`src/rtl/traffic_conflict_monitor_pkg.sv`:
```
`default_nettype none
// ============================================================================
// Module      : traffic_pkg
// Description : Lamp codes, monitor states and fault codes shared by the
//               traffic conflict monitor files.
// Revision    : 1.0 - initial release
// ============================================================================
package traffic_pkg;

    localparam logic [2:0] LAMP_RED = 3'b100;
    localparam logic [2:0] LAMP_YEL = 3'b010;
    localparam logic [2:0] LAMP_GRN = 3'b001;
    localparam logic [2:0] LAMP_OFF = 3'b000;
    localparam logic [2:0] LAMP_ALL = 3'b111;

    typedef enum logic [1:0] {
        STARTUP = 2'd0,
        PASS    = 2'd1,
        FAULT   = 2'd2
    } state_t;

    localparam logic [1:0] FC_NONE  = 2'b00;
    localparam logic [1:0] FC_INV   = 2'b01;
    localparam logic [1:0] FC_MULTI = 2'b10;

    function automatic logic lamp_code_valid(input logic [2:0] code);
        return (code == LAMP_RED) || (code == LAMP_YEL) || (code == LAMP_GRN);
    endfunction

endpackage
`default_nettype wire

```
`src/rtl/traffic_conflict_monitor_if.sv`:
```
`default_nettype none
// ============================================================================
// Module      : traffic_conflict_monitor_if
// Description : Controller-to-monitor lamp bus. Carries lamp_test only when
//               TRAFFIC_LAMP_TEST_EN is defined.
// Revision    : 1.0 - initial release
// ============================================================================
interface traffic_conflict_monitor_if;

    logic [2:0] d1_in;
    logic [2:0] d2_in;
    logic [2:0] d3_in;
    logic [2:0] d4_in;
    logic       fault_clear;
`ifdef TRAFFIC_LAMP_TEST_EN
    logic       lamp_test;
`endif
    logic [2:0] lamp1;
    logic [2:0] lamp2;
    logic [2:0] lamp3;
    logic [2:0] lamp4;
    logic       fault;
    logic [1:0] fault_code;

    modport master (
`ifdef TRAFFIC_LAMP_TEST_EN
        output lamp_test,
`endif
        output d1_in, d2_in, d3_in, d4_in, fault_clear,
        input  lamp1, lamp2, lamp3, lamp4, fault, fault_code
    );

    modport slave (
`ifdef TRAFFIC_LAMP_TEST_EN
        input  lamp_test,
`endif
        input  d1_in, d2_in, d3_in, d4_in, fault_clear,
        output lamp1, lamp2, lamp3, lamp4, fault, fault_code
    );

endinterface
`default_nettype wire

```
`src/rtl/traffic_conflict_monitor_flash_gen.sv`:
```
`default_nettype none
// ============================================================================
// Module      : flash_gen
// Description : Half-period counter producing a flash phase bit (1 = on).
// Revision    : 1.0 - initial release
// ============================================================================
module flash_gen #(
    parameter int HALF = 25000000
) (
    input  wire logic clk,
    input  wire logic rst,
    input  wire logic clear,
    input  wire logic enable,
    output logic      phase,
    output logic      last
);

    localparam int              c_cnt_w    = $clog2(HALF + 1);
    localparam logic [c_cnt_w-1:0] c_cnt_last = c_cnt_w'(HALF - 1);

    logic [c_cnt_w-1:0] r_cnt;
    logic               r_phase;

    always_ff @(posedge clk) begin
        if (rst || clear) begin
            r_cnt   <= '0;
            r_phase <= 1'b1;
        end else if (enable) begin
            if (r_cnt == c_cnt_last) begin
                r_cnt   <= '0;
                r_phase <= ~r_phase;
            end else begin
                r_cnt <= r_cnt + 1'b1;
            end
        end
    end

    // 'last' lets the parent register the phase that the next cycle will show.
    assign last  = (r_cnt == c_cnt_last);
    assign phase = r_phase;

endmodule
`default_nettype wire

```
`src/rtl/traffic_conflict_monitor.sv`:
```
`default_nettype none
// ============================================================================
// Module      : traffic_conflict_monitor
// Description : Registers lamp codes to the lamp drivers, latching a flashing
//               yellow fault on persistent conflicts. TRAFFIC_LAMP_TEST_EN
//               adds a lamp_test override.
// Revision    : 1.0 - initial release
// ============================================================================
module traffic_conflict_monitor
    import traffic_pkg::*;
#(
    parameter int FLASH_HALF     = 25000000,
    parameter int DEBOUNCE       = 4,
    parameter int STARTUP_CYCLES = 50000000
) (
    input  wire logic                 clk,
    input  wire logic                 rst,
    traffic_conflict_monitor_if.slave bus
);

    localparam int                  c_step_w    = $clog2(STARTUP_CYCLES + 1);
    localparam int                  c_deb_w     = $clog2(DEBOUNCE + 1);
    localparam logic [c_step_w-1:0] c_step_last = c_step_w'(STARTUP_CYCLES - 1);
    localparam logic [c_deb_w-1:0]  c_deb_last  = c_deb_w'(DEBOUNCE - 1);

    state_t              r_state;
    logic [c_step_w-1:0] r_step;
    logic [c_deb_w-1:0]  r_deb;
    logic [3:0][2:0]     r_lamp;
    logic                r_fault;
    logic [1:0]          r_fc;

    logic [3:0][2:0] w_d;
    logic [2:0]      w_nonred;
    logic            w_inv;
    logic            w_multi;
    logic            w_conflict;
    logic            w_in_fault;
    logic            w_phase;
    logic            w_last;
    logic [2:0]      w_flash_lamp;

    assign w_d = {bus.d4_in, bus.d3_in, bus.d2_in, bus.d1_in};

    always_comb begin
        w_inv    = 1'b0;
        w_nonred = '0;
        for (int i = 0; i < 4; i++) begin
            if (!lamp_code_valid(w_d[i])) w_inv = 1'b1;
            if (w_d[i] != LAMP_RED)       w_nonred = w_nonred + 3'd1;
        end
    end

    assign w_multi    = (w_nonred > 3'd1);
    assign w_conflict = w_inv | w_multi;
    assign w_in_fault = (r_state == FAULT);

    flash_gen #(
        .HALF(FLASH_HALF)
    ) u_flash (
        .clk   (clk),
        .rst   (rst),
        .clear (!w_in_fault),
        .enable(w_in_fault),
        .phase (w_phase),
        .last  (w_last)
    );

    // Phase shown next cycle: flips when the half-period counter wraps.
    assign w_flash_lamp = (w_phase ^ w_last) ? LAMP_YEL : LAMP_OFF;

    always_ff @(posedge clk) begin
        if (rst) begin
            r_state <= STARTUP;
            r_step  <= '0;
            r_deb   <= '0;
            r_lamp  <= {4{LAMP_RED}};
            r_fault <= 1'b0;
            r_fc    <= FC_NONE;
        end else begin
            case (r_state)
                STARTUP: begin
                    r_deb  <= '0;
                    r_lamp <= {4{LAMP_RED}};
                    if (r_step == c_step_last) begin
                        r_step  <= '0;
                        r_state <= PASS;
                    end else begin
                        r_step <= r_step + 1'b1;
                    end
                end
                PASS: begin
                    if (w_conflict) begin
                        r_lamp <= {4{LAMP_RED}};
                        if (r_deb == c_deb_last) begin
                            r_state <= FAULT;
                            r_fault <= 1'b1;
                            r_fc    <= w_inv ? FC_INV : FC_MULTI;
                            r_lamp  <= {4{LAMP_YEL}};
                        end
                        r_deb <= r_deb + 1'b1;
                    end else begin
                        r_deb  <= '0;
                        r_lamp <= w_d;
                    end
                end
                FAULT: begin
                    if (bus.fault_clear && !w_conflict) begin
                        r_state <= STARTUP;
                        r_step  <= '0;
                        r_deb   <= '0;
                        r_fault <= 1'b0;
                        r_fc    <= FC_NONE;
                        r_lamp  <= {4{LAMP_RED}};
                    end else begin
                        r_lamp <= {4{w_flash_lamp}};
                    end
                end
                default: begin
                    r_state <= STARTUP;
                    r_step  <= '0;
                    r_deb   <= '0;
                    r_lamp  <= {4{LAMP_RED}};
                end
            endcase
`ifdef TRAFFIC_LAMP_TEST_EN
            if (bus.lamp_test && (r_state != FAULT)) r_lamp <= {4{LAMP_ALL}};
`endif
        end
    end

    assign bus.lamp1      = r_lamp[0];
    assign bus.lamp2      = r_lamp[1];
    assign bus.lamp3      = r_lamp[2];
    assign bus.lamp4      = r_lamp[3];
    assign bus.fault      = r_fault;
    assign bus.fault_code = r_fc;

endmodule
`default_nettype wire

```
`src/flat_wrapper.sv`:
```
// flat-port wrapper written by rule: the top's interface ports become plain ports
module traffic_conflict_monitor_flat import traffic_pkg::*;
#(
    parameter int FLASH_HALF     = 25000000,
    parameter int DEBOUNCE       = 4,
    parameter int STARTUP_CYCLES = 50000000
)
  (clk, rst, bus_d1_in, bus_d2_in, bus_d3_in, bus_d4_in, bus_fault_clear, bus_lamp1, bus_lamp2, bus_lamp3, bus_lamp4, bus_fault, bus_fault_code);
  traffic_conflict_monitor_if bus_i ();
  input  wire logic clk;
  input  wire logic rst;
  input wire logic [$bits(bus_i.d1_in)-1:0] bus_d1_in;
  input wire logic [$bits(bus_i.d2_in)-1:0] bus_d2_in;
  input wire logic [$bits(bus_i.d3_in)-1:0] bus_d3_in;
  input wire logic [$bits(bus_i.d4_in)-1:0] bus_d4_in;
  input wire logic [$bits(bus_i.fault_clear)-1:0] bus_fault_clear;
  output wire logic [$bits(bus_i.lamp1)-1:0] bus_lamp1;
  output wire logic [$bits(bus_i.lamp2)-1:0] bus_lamp2;
  output wire logic [$bits(bus_i.lamp3)-1:0] bus_lamp3;
  output wire logic [$bits(bus_i.lamp4)-1:0] bus_lamp4;
  output wire logic [$bits(bus_i.fault)-1:0] bus_fault;
  output wire logic [$bits(bus_i.fault_code)-1:0] bus_fault_code;
  assign bus_i.d1_in = bus_d1_in;
  assign bus_i.d2_in = bus_d2_in;
  assign bus_i.d3_in = bus_d3_in;
  assign bus_i.d4_in = bus_d4_in;
  assign bus_i.fault_clear = bus_fault_clear;
  assign bus_lamp1 = bus_i.lamp1;
  assign bus_lamp2 = bus_i.lamp2;
  assign bus_lamp3 = bus_i.lamp3;
  assign bus_lamp4 = bus_i.lamp4;
  assign bus_fault = bus_i.fault;
  assign bus_fault_code = bus_i.fault_code;
  traffic_conflict_monitor #(.FLASH_HALF(FLASH_HALF), .DEBOUNCE(DEBOUNCE), .STARTUP_CYCLES(STARTUP_CYCLES)) u_core (.clk(clk), .rst(rst), .bus(bus_i));
endmodule
```
`config.mk`:
```
export PLATFORM = sky130hd
export DESIGN_NAME = traffic_conflict_monitor_flat
export DESIGN_NICKNAME = d
export VERILOG_FILES = /design/src/rtl/traffic_conflict_monitor_pkg.sv /design/src/rtl/traffic_conflict_monitor_if.sv /design/src/rtl/traffic_conflict_monitor_flash_gen.sv /design/src/rtl/traffic_conflict_monitor.sv /design/src/flat_wrapper.sv
export SDC_FILE = /design/constraint.sdc
export NUM_CORES = 1
export LEC_CHECK = 0
export ABC_AREA = 1
export CORE_MARGIN = 3
export CORE_UTILIZATION = 40
export DETAILED_ROUTE_END_ITERATION = 8
export PLACE_DENSITY = 0.57
export SLEW_MARGIN = 20
export SYNTH_ARGS = -nofsm -noshare
export SYNTH_HDL_FRONTEND = slang
export SYNTH_HIERARCHICAL = 1
export SYNTH_SLANG_ARGS = --single-unit
```
`constraint.sdc`:
```
create_clock -name clk -period 2.8 [get_ports clk]
set_input_delay 0.56 -clock clk [delete_from_list [all_inputs] [get_ports clk]]
set_output_delay 0.56 -clock clk [all_outputs]
set_load 0.02 [all_outputs]
```
======== After elaboration in Yosys (flattened, before gate mapping) ========
Cells that the tools add are included.
operators by class
  add/subtract/negate cells ............... 6
  order comparisons ....................... 1
  equality and inequality tests ........... 25
  multiplexer cells ....................... 33
  bitwise gates (word level) .............. 4
  reductions and logical operators ........ 18
operators by type and width
  cell                   count
  $pmux 26 s3            1
  $mux 26                2
  $mux 12                3
  $add 26x1->26 const B  1
  $eq 26x26->1 const B   1
  $add 25x1->25 const B  1
  $eq 25x25->1 const B   1
  $mux 25                1
  $pmux 12 s2            1
  $mux 2                 8
  $eq 3x2->1 const B     5
  $mux 3                 5
  $eq 3x1->1 const B     4
  $eq 3x3->1 const B     4
  $ne 3x3->1 const B     4
  $add 3x1->3 const B    3
  $logic_or 1x1->1       9
  $mux 1                 8
  $reduce_and 4->1       2
  $ne 2x1->1 const B     3
  $pmux 2 s3             1
  $pmux 3 s2             1
  $pmux 2 s2             1
  $reduce_and 2->1       2
  13 further kinds       15
word-level totals
  bits in registers ....................... 72
  output and inout port bits .............. 15
  logic and storage cells ................. 98

======== Logic depth before layout (Yosys ltp) ========
  word-level depth ........................ 14
  gate-level depth with buffers ........... 20
  mapped depth without buffers ............ 20

======== Hierarchy ========
The synthesis kept the hierarchy.
modules (own cells, without submodules)
  module                    instances  cells each  area an instance (µm²)
  traffic_conflict_monitor  1          468         2966.6
  flash_gen                 1          237         1520.2

======== Least setup slack after synthesis ========
No wires, ideal clock.
  path type ............................... input to register
  start ................................... input port bus_d1_in[1]
  end ..................................... register u_core.r_step[21]
  data arrival time ....................... 2275 ps
  data required time ...................... 2668 ps
  path slack .............................. 393 ps
  cell stages on the path ................. 18
  buffers on the path ..................... 1
  cell sequence ........................... inv_1 > nand3_1 > inv_1 > ha_1 > xnor2_1 > inv_1 > ha_1 > inv_1 > nand2_1 > nand2_1 > nand2_1 > inv_2 > nand3_4 > nand2_4 > nand2_2 > buf_2 > nand2_1 > a21oi_1
between the ends
  longest elaborated chain between the ends .. 14
  elaborated cells on any way between the ends .. 23
  those cells by class .................... add/sub: 3; order compare: 1; eq/ne: 5; mux: 8; bitwise: 1; reduce/logical: 5
RTL lines
  what                                   RTL line                         source
  start, declared                        flat_wrapper.sv:12               input wire logic [$bits(bus_i.d1_in)-1:0] bus_d1_in;
  $ne 3x3->1                             traffic_conflict_monitor.sv:50   if (w_d[i] != LAMP_RED) w_nonred = w_nonred + 3'd1;
  $mux 1                                 traffic_conflict_monitor.sv:50
  $add 1x1->2                            traffic_conflict_monitor.sv:50
  $mux 3                                 traffic_conflict_monitor.sv:50
  $add 3x1->3                            traffic_conflict_monitor.sv:50
  $mux 3                                 traffic_conflict_monitor.sv:50
  $add 3x1->3                            traffic_conflict_monitor.sv:50
  $mux 3                                 traffic_conflict_monitor.sv:50
  $gt 3x1->1                             traffic_conflict_monitor.sv:54   assign w_multi = (w_nonred > 3'd1);
  $or 1x1->1 (*)                         traffic_conflict_monitor.sv:55   assign w_conflict = w_inv | w_multi;
  $logic_not 1->1 (*)                    traffic_conflict_monitor.sv:108  if (bus.fault_clear && !w_conflict) begin
  $logic_and 1x1->1 (*)                  traffic_conflict_monitor.sv:108
  $ne 2x2->1 (no source line) (*)        n/a
  $reduce_and 2->1 (no source line) (*)  n/a
  end signal, assigned                   traffic_conflict_monitor.sv:89   r_step <= r_step + 1'b1;
  end, declared                          traffic_conflict_monitor.sv:27   logic [c_step_w-1:0] r_step;
Every way passes the cells marked *; elsewhere a longest branch is shown, timed or not.
A chain may end at the register's enable or synchronous reset.

======== Worst setup path in the final report ========
  start ................................... input port bus_d2_in[2]
  end ..................................... register u_core.r_step[7]
between the ends
  longest elaborated chain between the ends .. 12
  elaborated cells on any way between the ends .. 20
  those cells by class .................... add/sub: 2; order compare: 1; eq/ne: 5; mux: 6; bitwise: 1; reduce/logical: 5
RTL lines
  what                                   RTL line                         source
  start, declared                        flat_wrapper.sv:13               input wire logic [$bits(bus_i.d2_in)-1:0] bus_d2_in;
  $ne 3x3->1                             traffic_conflict_monitor.sv:50
  $mux 3                                 traffic_conflict_monitor.sv:50
  $add 3x1->3                            traffic_conflict_monitor.sv:50
  $mux 3                                 traffic_conflict_monitor.sv:50
  $add 3x1->3                            traffic_conflict_monitor.sv:50
  $mux 3                                 traffic_conflict_monitor.sv:50
  $gt 3x1->1                             traffic_conflict_monitor.sv:54
  $or 1x1->1 (*)                         traffic_conflict_monitor.sv:55
  $logic_not 1->1 (*)                    traffic_conflict_monitor.sv:108
  $logic_and 1x1->1 (*)                  traffic_conflict_monitor.sv:108
  $ne 2x2->1 (no source line) (*)        n/a
  $reduce_and 2->1 (no source line) (*)  n/a
Marked as above.

==> out/results.txt <==
Die height = 112 um
Initial DRC count = 294
Largest family of logic cells by synthesized area = simple AND/OR/NAND/NOR gates
Wire per inst = 12.8 um
# DRC = 0
Die width = 112 um
Post-synthesis adder-cell area fraction = 0.0279
Largest net degree at the start of global routing = 30
Cell-internal power = 0.00178 W
Final Wtd Congestion = 0.902
CP Capture Type = register
Routed Antenna Nets = 0
Worst endpoint required time = 3060 ps
Sw frac = 0.335
PostCTS Resize Cnt = 0
CORE AREA = 10900 um2
CP Launch Type = primary input
CTS Hold Buffers Added = 0
Setup slack after layout = 175 ps
Post-Route WL = 11.5 mm
Cells after Synth = 705
Slew Limit Fails = 0
HPWL after detailed placement = 8.70 mm
DIE AREA = 12500 um2
Critical Path AT = 2880 ps
Critical setup path kind = in -> reg
Worst-Margin Slew = 668 ps
CTS tree = yes
Flops & latches, synth = 72
Synth unique cells = 34
Compound-Gate Fraction of Synth Area = 0.0784
Final nets = 777
Max Root-Sink Buffers = 2
Post-synthesis mux area share = 0.00223
Dominant cell type by area after synthesis = dfxtp_1
Leakage Power = 2.01 nW
CTS Buf Count = 9
Maximum fanout along the worst path = 12
Simple-gate area share of the yosys netlist = 0.438
Syn Nets = 730
Initial Util = 0.412
IR drop worst, VDD = 0.403 mV
Synth Area in XOR/XNOR = 0.0429
IO Pins = 30
# fillers = 1140
CTS clock-pin slew for the worst setup and hold paths = 80 ps
Max Cap Viol = 0
Dpl ws = -270 ps
First-pass GRT wire length = 19.8 mm
Ant diodes = 0
Clock Sinks = 72
Drt pass-1 iters = 4
H-tree depth = 3
Ranking of synthesized cells by area = dfxtp_1 32%, nand2_1 15%, nor2_1 10%
Comb power frac = 0.263
Hold Vio Cnt, Final = 0
Share of cells above drive strength 1 = 0.110
Insertion delay to the later sink of the worst-skew pair = 370 ps
Final setup violation count = 0
Pwr dens = 505 nW/um2
Avg Cell Area, Syn = 6.36 um2
Tmin final = 2620 ps
Clock power frac = 0.314
Hold WC Path Type = reg -> reg
PortBufs = 29
Rows = 38
Sequential fraction of the synthesis area = 0.321
Flop pwr share = 0.422
YS warnings = 6
Post-DR vias/cell = 4.94
Max Fclk = 381 MHz
Area delta synth->final = 18.3%
Clock skew = 11.9 ps
Share of the synthesized area in the top cell type = 0.321
Post-Synthesis Cell Area = 4490 um2
Post-CTS setup buffer count = 0
GRT Util Overall = 0.192
Number of global-route vias before repair = 4203
Post-Route Setup TNS = 0 ps
Overflow after GRT = 0
Final period util = 0.937
Clock root buffer master = clkbuf_8
Status = finished, final reports clean
RSZ-0062 raised after global routing = no
DR vias = 4430
Max-slew headroom = 0.554
Initial antenna violation count = 0
Psw = 0.000900 W
==> power groups by stage <==
stage | Clock, W | Sequential (W) | Combinational, W
after floorplan | 0 | 0.00120 | 0.000389
after global placement | 0 | 0.00115 | 0.000666
after detailed placement | 0 | 0.00116 | 0.000670
after CTS | 0.000878 | 0.00113 | 0.000673
after global routing | 0.000928 | 0.00115 | 0.000771
final | 0.000844 | 0.00113 | 0.000706
==> worst paths after layout <==
path,start,endpoint,slack (ps),cells after the start
worst max-delay path,bus_d2_in[2],u_core/r_step[7]$_SDFFE_PP0P_,180,19
worst min register to register,u_core/bus.fault_code[0]$_SDFFE_PP0P_,u_core/bus.fault_code[0]$_SDFFE_PP0P_,480,2
worst max register to register,u_core/r_step[0]$_SDFFE_PP0P_,u_core/r_step[1]$_SDFFE_PP0P_,600,10
worst min-delay path,u_core/bus.fault_code[0]$_SDFFE_PP0P_,u_core/bus.fault_code[0]$_SDFFE_PP0P_,480,2
==> metrics by stage <==
stage,total power [W],area (um2),util,instances,hold WS (ps)
final,0.00268,5310,0.488,897,480
after CTS,0.00268,5230,0.481,897,490
after detailed placement,0.00183,5040,0.463,881,478
after global routing,0.00285,5310,0.488,897,504
after floorplan,0.00159,4490,-,705,466
after global placement,0.00182,5040,0.463,881,471
==> synth_stat cells <==
cell and instances:
o21ai_0 9, a21o_1 3, buf_4 1, nor3_4 1, o21ai_1 1, buf_1 1, buf_2 5, nand3_2 2
mux2i_1 1, nor2_1 125, buf_12 1, nor3b_1 2, nand2_1 178, dfxtp_1 72, ha_1 10, nor4_1 1
o21ai_2 1, nand2_2 8, nand2_4 2, xor2_1 16, buf_8 2, nand4_1 15, nor3_1 9, nand3_1 81
xnor2_1 6, inv_2 3, clkbuf_1 6, nor2_4 6, buf_6 1, nand3_4 2, inv_1 72, or2_2 2
nor2_2 6, a21oi_1 54
==> sequential cells by signal (all words and copies together), names as in the netlist, 2 cells and up <==
| signal | count |
|---|---|
| u_core/u_flash/r_cnt | 25 |
| u_core/bus.lamp2 | 3 |
| u_core/r_step | 26 |
| u_core/bus.lamp3 | 3 |
| u_core/bus.fault_code | 2 |
| u_core/bus.lamp1 | 3 |
| u_core/r_deb | 3 |
| u_core/bus.lamp4 | 3 |
| u_core/r_state | 2 |
==> worst max-delay path: stages <==
cell	delay, ps
clkdlybuf4s50_1	490
inv_1	90
nor2_4	150
inv_2	50
ha_1	200
nand3_1	110
nand2_1	80
ha_2	270
inv_1	50
nand2_1	40
nand2_1	60
nand2_1	50
inv_2	90
nand3_4	100
nand2_8	110
nand2_4	90
buf_12	160
nand2_1	80
a21oi_2	60
==> kinds of logic after synthesis <==
family / count (synthesis)
fa+ha+maj: 10
flops: 72
buf+inv: 92
simple gates: 440
compound gates: 68
xor+xnor: 22
mux: 1
==> cell type report <==
class	instances	area, um2	area share
clock buffers	10	128	0.0240
clock inverters	6	67.6	0.0127
inverters	75	282	0.0530
multi-input cells	541	2700	0.508
flip-flops and latches	72	1440	0.271
well taps	140	175	0.0330
repair buffers	53	519	0.0978
==> metal layers <==
| layer | track usage | vias up | wire length (um) |
|---|---|---|---|
| met1 | 0.250 | 1986 | 5540 |
| met2 | 0.315 | 87 | 5340 |
| met3 | 0.0538 | 8 | 497 |
| met4 | 0.0479 | 0 | 99 |
| li1 | - | 2349 | - |
| met5 | 0 | - | 0 |
==> placed cells by master (no fill, tap or decap), drive strengths merged <==
cell | synthesis | routed
ha | 10 | 10
nand4 | 15 | 15
xor2 | 16 | 16
nand3 | 85 | 85
clkinv | 0 | 1
bufinv | 0 | 1
a21o | 3 | 3
nor3b | 2 | 2
nor4 | 1 | 1
inv | 75 | 77
or2 | 2 | 2
o21ai | 11 | 11
buf | 11 | 24
dfxtp | 72 | 72
clkbuf | 6 | 10
clkdlybuf4s50 | 0 | 29
clkinvlp | 0 | 2
xnor2 | 6 | 6
nand2 | 188 | 188
mux2i | 1 | 1
nor3 | 10 | 10
nor2 | 137 | 137
a21oi | 54 | 54
No activity file was read; power rests on OpenSTA's default activity.
